===== config.mk =====
export PLATFORM = sky130hd
export DESIGN_NAME = bfp_shamt_gen_flat
export DESIGN_NICKNAME = d
export VERILOG_FILES = /design/src/rtl/fft_bfp_pkg.sv /design/src/rtl/axis_intrf.sv /design/src/rtl/clk_rstn_intrf.sv /design/src/rtl/bfp_headroom_lane.sv /design/src/rtl/bfp_shamt_gen.sv /design/src/flat_wrapper.sv
export SDC_FILE = /design/constraint.sdc
export NUM_CORES = 1
export LEC_CHECK = 0
export ABC_AREA = 0
export CAP_MARGIN = 25
export CORE_ASPECT_RATIO = 0.7
export CORE_MARGIN = 3
export CORE_UTILIZATION = 59
export CTS_CLUSTER_SIZE = 10
export DETAILED_ROUTE_END_ITERATION = 12
export GPL_ROUTABILITY_DRIVEN = 1
export HOLD_SLACK_MARGIN = 0.06
export PLACE_DENSITY = 0.87
export SETUP_SLACK_MARGIN = 0.2
export SLEW_MARGIN = 30
export SYNTH_ARGS = -nofsm -noshare
export SYNTH_HDL_FRONTEND = slang
export SYNTH_HIERARCHICAL = 1
export SYNTH_SLANG_ARGS = --single-unit

===== constraint.sdc =====
create_clock -name clk_rstn_i_clk -period 6.65 [get_ports clk_rstn_i_clk]
set_input_delay 0.9975 -clock clk_rstn_i_clk [delete_from_list [all_inputs] [get_ports clk_rstn_i_clk]]
set_output_delay 0.9975 -clock clk_rstn_i_clk [all_outputs]
set_load 0.05 [all_outputs]

===== src/rtl/fft_bfp_pkg.sv =====
// Shared types and helpers for the block-floating-point shift-amount generator.
// Contents:
//   LANES, GUARD    lane count per beat and default guard headroom
//   MAX_W           widest legal lane width; hr_t is sized for it
//   hr_t            headroom count type (0..MAX_W-1)
//   stage_state_e   stage-end tracker states
//   leading_sign_hr leading-sign headroom of the low w bits of a lane
package fft_bfp_pkg;

  localparam int LANES = 4;
  localparam int GUARD = 2;
  localparam int MAX_W = 16;

  // Sized for the widest legal lane so every instance shares one type.
  typedef logic [$clog2(MAX_W):0] hr_t;

  typedef enum logic [0:0] {
    IDLE  = 1'b0,
    ACCUM = 1'b1
  } stage_state_e;

  // Counts the bits just below the sign bit that repeat it. This equals
  // (leading bits equal to the MSB) - 1, so zero and all-ones give w-1.
  function automatic hr_t leading_sign_hr(input logic [MAX_W-1:0] d, input int w);
    hr_t  cnt;
    logic run;
    cnt = '0;
    run = 1'b1;
    for (int i = MAX_W - 2; i >= 0; i--) begin
      if (i <= w - 2) begin
        if (run && (d[i] == d[w-1])) begin
          cnt = cnt + hr_t'(1);
        end else begin
          run = 1'b0;
        end
      end else begin
        cnt = cnt;
      end
    end
    return cnt;
  endfunction

endpackage


===== src/rtl/axis_intrf.sv =====
// Minimal AXI-stream handshake bundle: tvalid/tready/tlast.
//   s_axis  receiving side (drives tready)
//   m_axis  sending side (drives tvalid, tlast)
interface axis_intrf;
  logic tvalid;
  logic tready;
  logic tlast;
  modport s_axis (input tvalid, input tlast, output tready);
  modport m_axis (output tvalid, output tlast, input tready);
endinterface


===== src/rtl/clk_rstn_intrf.sv =====
// Clock and reset bundle.
//   clk   single clock
//   rstn  asynchronous active-low reset
interface clk_rstn_intrf;
  logic clk;
  logic rstn;
  modport slave (input clk, input rstn);
endinterface


===== src/rtl/bfp_headroom_lane.sv =====
// Combinational leading-sign headroom counter for one lane.
//   data  lane value, width bits, signed
//   hr    headroom, 0..width-1
module bfp_headroom_lane
  import fft_bfp_pkg::*;
#(
  parameter int width = 8
) (
  input  logic [width-1:0] data,
  output hr_t              hr
);

  logic [MAX_W-1:0] pad_s;

  // Widen to the helper's fixed width; only the low width bits are examined.
  always_comb begin
    pad_s              = '0;
    pad_s[width-1:0]   = data;
  end

  assign hr = leading_sign_hr(pad_s, width);

endmodule


===== src/rtl/bfp_shamt_gen.sv =====
// Write-back side of the block-floating-point scheme. Passes 4-lane beats
// through a one-deep AXI-stream register slice, tracks the minimum sign
// headroom over a stage, and at stage end (tlast beat) produces the right
// shift for the next stage plus the running block exponent.
// Ports:
//   clk_rstn_i     clock / async active-low reset
//   s_axis         input handshake from the butterfly
//   m_axis         output handshake to the memory writer
//   data_i         four signed lanes per beat
//   clear_i        sync clear at the start of a transform
//   data_o         registered lanes
//   shamt_o        right shift for the next stage, held between stage ends
//   shamt_valid_o  one-cycle pulse when shamt_o updates
//   blk_exp_o      saturating sum of all shifts so far
module bfp_shamt_gen
  import fft_bfp_pkg::*;
#(
  parameter int width     = 8,
  parameter int shamtbits = 4,
  parameter int guard     = GUARD,
  parameter int expbits   = 8
) (
  clk_rstn_intrf.slave                      clk_rstn_i,
  axis_intrf.s_axis                         s_axis,
  axis_intrf.m_axis                         m_axis,
  input  logic [0:LANES-1][width-1:0]       data_i,
  input  logic                              clear_i,
  output logic [0:LANES-1][width-1:0]       data_o,
  output logic [shamtbits-1:0]              shamt_o,
  output logic                              shamt_valid_o,
  output logic [expbits-1:0]                blk_exp_o
);

  if (!((width == 8 && shamtbits == 4) || (width == 16 && shamtbits == 5))) begin : g_bad_params
    $error("bfp_shamt_gen: unsupported width/shamtbits pair");
  end

  localparam hr_t HR_INIT  = hr_t'(width - 1);
  localparam hr_t GUARD_HR = hr_t'(guard);

  logic                 full_r;
  logic                 tlast_r;
  logic                 in_hs_s;
  logic                 out_hs_s;
  logic                 stage_end_s;
  stage_state_e         state_r;
  stage_state_e         state_s;
  hr_t                  min_hr_r;
  hr_t                  lane_hr_s [LANES];
  hr_t                  beat_min_s;
  hr_t                  run_min_s;
  hr_t                  stage_min_s;
  logic [shamtbits-1:0] shamt_next_s;
  logic [expbits:0]     exp_sum_s;
  logic [expbits-1:0]   exp_next_s;

  assign s_axis.tready = ~full_r | m_axis.tready;
  assign m_axis.tvalid = full_r;
  assign m_axis.tlast  = tlast_r;
  assign in_hs_s       = s_axis.tvalid & s_axis.tready;
  assign out_hs_s      = full_r & m_axis.tready;
  // A clear on the tlast beat discards that stage's result.
  assign stage_end_s   = in_hs_s & s_axis.tlast & ~clear_i;

  for (genvar g = 0; g < LANES; g++) begin : g_lane
    bfp_headroom_lane #(.width(width)) u_lane (
      .data (data_i[g]),
      .hr   (lane_hr_s[g])
    );
  end

  // Min-tree over this beat's lanes and the running stage minimum.
  always_comb begin
    beat_min_s = lane_hr_s[0];
    for (int k = 1; k < LANES; k++) begin
      if (lane_hr_s[k] < beat_min_s) begin
        beat_min_s = lane_hr_s[k];
      end else begin
        beat_min_s = beat_min_s;
      end
    end
    // The first beat of a stage starts from the maximum headroom.
    if (state_r == IDLE) begin
      run_min_s = HR_INIT;
    end else begin
      run_min_s = min_hr_r;
    end
    if (beat_min_s < run_min_s) begin
      stage_min_s = beat_min_s;
    end else begin
      stage_min_s = run_min_s;
    end
  end

  // Shift needed to restore guard bits, and the saturating exponent update.
  always_comb begin
    if (stage_min_s >= GUARD_HR) begin
      shamt_next_s = '0;
    end else begin
      shamt_next_s = shamtbits'(GUARD_HR - stage_min_s);
    end
    exp_sum_s = {1'b0, blk_exp_o} + (expbits + 1)'(shamt_next_s);
    if (exp_sum_s[expbits]) begin
      exp_next_s = '1;
    end else begin
      exp_next_s = exp_sum_s[expbits-1:0];
    end
  end

  // Stage tracker next state: a non-last beat opens a stage, tlast or clear closes it.
  always_comb begin
    state_s = state_r;
    case (state_r)
      IDLE: begin
        if (in_hs_s && !s_axis.tlast && !clear_i) begin
          state_s = ACCUM;
        end else begin
          state_s = IDLE;
        end
      end
      ACCUM: begin
        if (clear_i || (in_hs_s && s_axis.tlast)) begin
          state_s = IDLE;
        end else begin
          state_s = ACCUM;
        end
      end
      default: state_s = IDLE;
    endcase
  end

  // Register slice: load on input handshake, empty when the consumer takes the beat.
  always_ff @(posedge clk_rstn_i.clk or negedge clk_rstn_i.rstn) begin
    if (!clk_rstn_i.rstn) begin
      full_r  <= 1'b0;
      tlast_r <= 1'b0;
      data_o  <= '0;
    end else if (in_hs_s) begin
      full_r  <= 1'b1;
      tlast_r <= s_axis.tlast;
      data_o  <= data_i;
    end else if (out_hs_s) begin
      full_r  <= 1'b0;
    end
  end

  // Stage state, running minimum, shift amount and block exponent.
  always_ff @(posedge clk_rstn_i.clk or negedge clk_rstn_i.rstn) begin
    if (!clk_rstn_i.rstn) begin
      state_r       <= IDLE;
      min_hr_r      <= HR_INIT;
      shamt_o       <= '0;
      shamt_valid_o <= 1'b0;
      blk_exp_o     <= '0;
    end else begin
      state_r <= state_s;
      if (clear_i) begin
        min_hr_r      <= HR_INIT;
        shamt_o       <= '0;
        shamt_valid_o <= 1'b0;
        blk_exp_o     <= '0;
      end else if (stage_end_s) begin
        min_hr_r      <= HR_INIT;
        shamt_o       <= shamt_next_s;
        shamt_valid_o <= 1'b1;
        blk_exp_o     <= exp_next_s;
      end else begin
        shamt_valid_o <= 1'b0;
        if (in_hs_s) begin
          min_hr_r <= stage_min_s;
        end
      end
    end
  end

endmodule


===== src/flat_wrapper.sv =====
// flat-port wrapper written by rule: the top's interface ports become plain ports
module bfp_shamt_gen_flat import fft_bfp_pkg::*;
#(
  parameter int width     = 8,
  parameter int shamtbits = 4,
  parameter int guard     = GUARD,
  parameter int expbits   = 8
)
  (data_i, clear_i, data_o, shamt_o, shamt_valid_o, blk_exp_o, clk_rstn_i_clk, clk_rstn_i_rstn, s_axis_tvalid, s_axis_tlast, s_axis_tready, m_axis_tvalid, m_axis_tlast, m_axis_tready);
  clk_rstn_intrf clk_rstn_i_i ();
  axis_intrf s_axis_i ();
  axis_intrf m_axis_i ();
  input  logic [0:LANES-1][width-1:0] data_i;
  input  logic clear_i;
  output logic [0:LANES-1][width-1:0] data_o;
  output logic [shamtbits-1:0] shamt_o;
  output logic shamt_valid_o;
  output logic [expbits-1:0] blk_exp_o;
  input wire logic [$bits(clk_rstn_i_i.clk)-1:0] clk_rstn_i_clk;
  input wire logic [$bits(clk_rstn_i_i.rstn)-1:0] clk_rstn_i_rstn;
  input wire logic [$bits(s_axis_i.tvalid)-1:0] s_axis_tvalid;
  input wire logic [$bits(s_axis_i.tlast)-1:0] s_axis_tlast;
  output wire logic [$bits(s_axis_i.tready)-1:0] s_axis_tready;
  output wire logic [$bits(m_axis_i.tvalid)-1:0] m_axis_tvalid;
  output wire logic [$bits(m_axis_i.tlast)-1:0] m_axis_tlast;
  input wire logic [$bits(m_axis_i.tready)-1:0] m_axis_tready;
  assign clk_rstn_i_i.clk = clk_rstn_i_clk;
  assign clk_rstn_i_i.rstn = clk_rstn_i_rstn;
  assign s_axis_i.tvalid = s_axis_tvalid;
  assign s_axis_i.tlast = s_axis_tlast;
  assign s_axis_tready = s_axis_i.tready;
  assign m_axis_tvalid = m_axis_i.tvalid;
  assign m_axis_tlast = m_axis_i.tlast;
  assign m_axis_i.tready = m_axis_tready;
  bfp_shamt_gen #(.width(width), .shamtbits(shamtbits), .guard(guard), .expbits(expbits)) u_core (.clk_rstn_i(clk_rstn_i_i), .s_axis(s_axis_i), .m_axis(m_axis_i), .data_i(data_i), .clear_i(clear_i), .data_o(data_o), .shamt_o(shamt_o), .shamt_valid_o(shamt_valid_o), .blk_exp_o(blk_exp_o));
endmodule

==> flow_summary.ini, run 1 <==
[yosys]
synth_area_um2 = 5110
postSynthAreaPerCell_um2 = 7.51
yosysSeqAreaShare = 0.260
yosysWarnings = 6
ys_types = 67
syn_inst = 681
ys_ff_latch = 53
ys_async_sr_fraction = 1.00
synthFlopType = dfrtp_1
synth-edff-count = 0

[clock_tree]
htreeDepth = 2
cts_setup_buffers = 25
hold_buffers = 0
clock-sinks = 53
cts_resized = 103
clockBufferDepth = 2
clockRootBuffer = clkbuf_16
cts_buffers = 5

[placement]
dp.cells = 1024
port_buffers = 85
place_hpwl_mm = 15.0
place_congestion = 1.01
pre_cts_slack_ns = -4.67

[outcome]
lastStage = clock tree synthesis
tool.error = [ERROR DPL-0033] detailed placement checks failed during check placement.
status = aborted with a tool error

[die]
die_h_um = 83.9
row_count = 27
fp.dieW_um = 117
ioPinCount = 86
initial_utilization = 0.628
==> cell usage after synthesis (5+ instances only) <==
cell type	number	share of area
a21boi_0	6	0.0088
a21oi_1	57	0.056
a31oi_1	9	0.011
and2_1	9	0.011
buf_2	12	0.012
clkbuf_1	11	0.0081
dfrtp_1	50	0.24
ha_1	30	0.073
inv_1	34	0.025
mux2i_1	13	0.025
nand2_1	149	0.11
nand2b_1	15	0.018
nand3_1	18	0.018
nor2_1	68	0.050
nor2b_1	8	0.0098
nor3_1	17	0.017
nor3_2	8	0.016
nor3b_1	8	0.012
o21ai_0	15	0.015
o21ai_1	16	0.016
o21bai_1	12	0.018
o22ai_1	5	0.0061
or2_2	6	0.0073
or3_1	8	0.0098
xor2_1	10	0.017
==> stage by stage <==
step | utilization | cell area, µm² | TNS [ns]
2_1_floorplan | - | 5270 | -39.81
3_3_place_gp | 0.906 | 7380 | -45.88
3_5_place_dp | 0.906 | 7380 | -59.62
==> kinds of logic after synthesis <==
| group | synth area share |
|---|---|
| flip-flops | 0.260 |
| other | 0.000733 |
| AO/OA/AOI/OAI | 0.246 |
| buffers and inverters | 0.0448 |
| AND/OR/NAND/NOR | 0.315 |
| XOR/XNOR | 0.0240 |
| adder cells (fa/ha/maj) | 0.0773 |
| multiplexers | 0.0321 |
==> run 2, diff against run 1 <==
--- a/config.mk
+++ b/config.mk
@@ -7,15 +7,11 @@
 export LEC_CHECK = 0
 export ABC_AREA = 0
 export CAP_MARGIN = 25
-export CORE_ASPECT_RATIO = 0.7
 export CORE_MARGIN = 3
-export CORE_UTILIZATION = 59
-export CTS_CLUSTER_SIZE = 10
+export CORE_UTILIZATION = 40
 export DETAILED_ROUTE_END_ITERATION = 12
 export GPL_ROUTABILITY_DRIVEN = 1
-export HOLD_SLACK_MARGIN = 0.06
-export PLACE_DENSITY = 0.87
-export SETUP_SLACK_MARGIN = 0.2
+export PLACE_DENSITY_LB_ADDON = 0.15
 export SLEW_MARGIN = 30
 export SYNTH_ARGS = -nofsm -noshare
 export SYNTH_HDL_FRONTEND = slang
==> run 2 against run 1 <==
  * The flow now finishes, with violations (setup timing)
  * Synthesized area stayed put
  * Synthesized cell count stayed put
==> flow_summary.ini, run 2 <==
[power]
power_switching_mw = 0.588
pwr-share-clk = 0.211
internal-power_mw = 0.898
pwr-share-seq = 0.253
pwr-share-comb = 0.536
p_leak_nw = 3.81
powerDensity_nw_per_um2 = 178
peakVddDrop_mv = 0.221
swShare = 0.396

[flow_run]
drv_cap = 0

[clock_tree]
clockRootBuffer = clkbuf_16
clk_latency_ns = 0.31
cts_tree = built
cts_buffers = 5
clock-sinks = 53
clk_pin_slew_worst_paths_ns = 0.07
hold_buffers = 0
clockBufferDepth = 2
htreeDepth = 2

[worst_hold_path]
hold_path_class = flip-flop to flip-flop
hold_path_depth = 2

[timing]
relSlewSlack = 0.422
setup_viol = 15
rsz0062_at_grt = true
max_clock_freq_mhz = 102
fin_crit_ns = 9.84
fin_ws_ns = -3.19
period_share = 1.48
setup-tns-final_ns = -38.71
finalHoldViolCount = 0
worstMarginPinSlew_ns = 0.864
slew_violations = 0
clock_skew_ns = 0.00653

[route]
ant_nets = 0
wl_per_cell_um = 15.3
drt-initial-drc-count = 271
drc = 0
via_count = 6089
dr.pass1.iters = 5
postRouteWirelength_mm = 17.3
viasPerCell = 5.37

[critical_path]
slowest_stage = or4_4
path_common_cell = ha_4
cp.depth = 51
crit_path_end_kind = flip-flop
cp_top_family = compound AO/OA/AOI/OAI gates
crit_fanout = 4
start_kind = primary input
cpPeakStageDelay_ns = 0.55
worst-r2r-cell-count = 17
critPathKind = primary input to flip-flop
cp.arrival_ns = 10.04
path_buf_inv = 4
cp_data_required_time_ns = 6.84

[yosys]
yosysSeqAreaShare = 0.260
synthTopCellsByArea = dfrtp_1, nand2_1, ha_1, a21oi_1, nor2_1
synth_area_um2 = 5110
synthFlopType = dfrtp_1
yosysWarnings = 6
ys_ff_latch = 53
postSynthAreaPerCell_um2 = 7.51
yosysMostFrequentCell = nand2_1
syn_inst = 681
netlist.area_leader.share = 0.245
synthTopCellsByCount = nand2_1, nor2_1, a21oi_1, dfrtp_1, inv_1
ys_types = 67
synth_top_area_cell = dfrtp_1
ys_async_sr_fraction = 1.00
synth-edff-count = 0

[die]
row_count = 40
ioPinCount = 86
fp.dieW_um = 119
initial_utilization = 0.417
die_h_um = 119
fp.coreArea_um2 = 12300
die_area_um2 = 14200

[cells_and_area]
area_growth_syn_to_layout_pct = 63.6
nets = 1033
regMostFlops = u_core/data_o
fillCellCount = 1027
final_common_cell = buf_4
fin_cells = 1133
reg_top3 = u_core/data_o x32, u_core/blk_exp_o x8, u_core/min_hr_r x5
largest_reg_flops = 32
diodes = 0
final_cell_mix = buf_4, nand2_1, clkdlybuf4s50_1, nor2_1, dfrtp_1
drive_above_1_share = 0.371

[global_routing]
antenna_found_initial = 0
grt_pass1_vias = 6156
grt_pass1_wl_mm = 27.9
overflow = 0
grt_max_degree = 54
gr-usage-all-layers = 0.234

[placement]
place_congestion = 0.886
place_hpwl_mm = 12.2
port_buffers = 85
pre_cts_slack_ns = -3.88
dp.cells = 1097

[outcome]
violations = setup timing
status = complete, but fails checks
## run 2: kinds of logic (layout without fill, tap and decap cells)
logic type                 Yosys count  after routing  synth area share
and+or+nand+nor                    329            329             0.315
AOI/OAI and AO/OA                  180            180             0.246
muxes                               16             16            0.0321
DFF                                 53             53             0.260
xor gates and xnor gates            14             14            0.0240
buffers and inverters               57            340            0.0448
adders and majority gates           31             31            0.0773
other                                1              2          0.000733
## run 2: worst paths after layout
kind	slack [ns]	to	startpoint
min	0.47	u_core/data_o[4]	u_core/data_o[4]
max in group asynchronous	5.34	u_core/blk_exp_o[3]	clk_rstn_i_rstn
max	-3.19	u_core/blk_exp_o[1]	data_i[30]
max reg2reg	2.89	u_core/blk_exp_o[1]	u_core/state_r
min in group asynchronous	0.82	u_core/data_o[10]	clk_rstn_i_rstn
min reg2reg	0.47	u_core/data_o[4]	u_core/data_o[4]
## run 2: layout make-up
type / count / area [µm²] / share of cell area
timing repair buffer: 298 / 2460 / 0.294
inverter: 34 / 128 / 0.0153
clock inverter: 3 / 43.8 / 0.00524
clock buffer: 5 / 125 / 0.0150
sequential: 53 / 1330 / 0.159
tap: 168 / 210 / 0.0251
multi-input combinational: 572 / 4070 / 0.486
## run 2: layer usage
metal,vias to the layer above,wire (µm),GRT usage
met4,0,299,0.0637
li1,2971,-,-
met2,161,9010,0.432
met1,2926,7250,0.275
met3,31,754,0.0432
met5,-,0,0
## run 2: power by group through the flow
stage | clock network (mW) | registers [mW] | logic (mW)
3_3_place_gp | 0 | 0.380 | 0.677
2_1_floorplan | 0 | 0.485 | 0.305
3_5_place_dp | 0 | 0.381 | 0.694
6_report | 0.314 | 0.376 | 0.796
4_1_cts | 0.320 | 0.376 | 0.741
5_1_grt | 0.328 | 0.381 | 0.855
## run 2: timing repair
action,4_1_cts,5_1_grt
endpoints found under the setup margin,15,15
resized for setup,85,33
buffers inserted,19,10
pin swaps,56,48
cloned,0,0
## run 2: worst min-delay path, delay by kind of cell, from the launching register on
family | cells | cell delay, ns
flops | 1 | 0.34
simple gates | 2 | 0.10
## run 2: through the flow
step                      utilization  cell area, µm²  hold WS (ns)  power, mW
after CTS                       0.664            8150         0.480       1.44
after global placement          0.620            7600         0.456       1.06
final                           0.682            8360         0.474       1.49
after floorplan                     -            5270         0.545      0.790
after detailed placement        0.620            7600         0.462       1.08
after global routing            0.682            8360         0.500       1.56
Power figures use the tool's default switching activity.
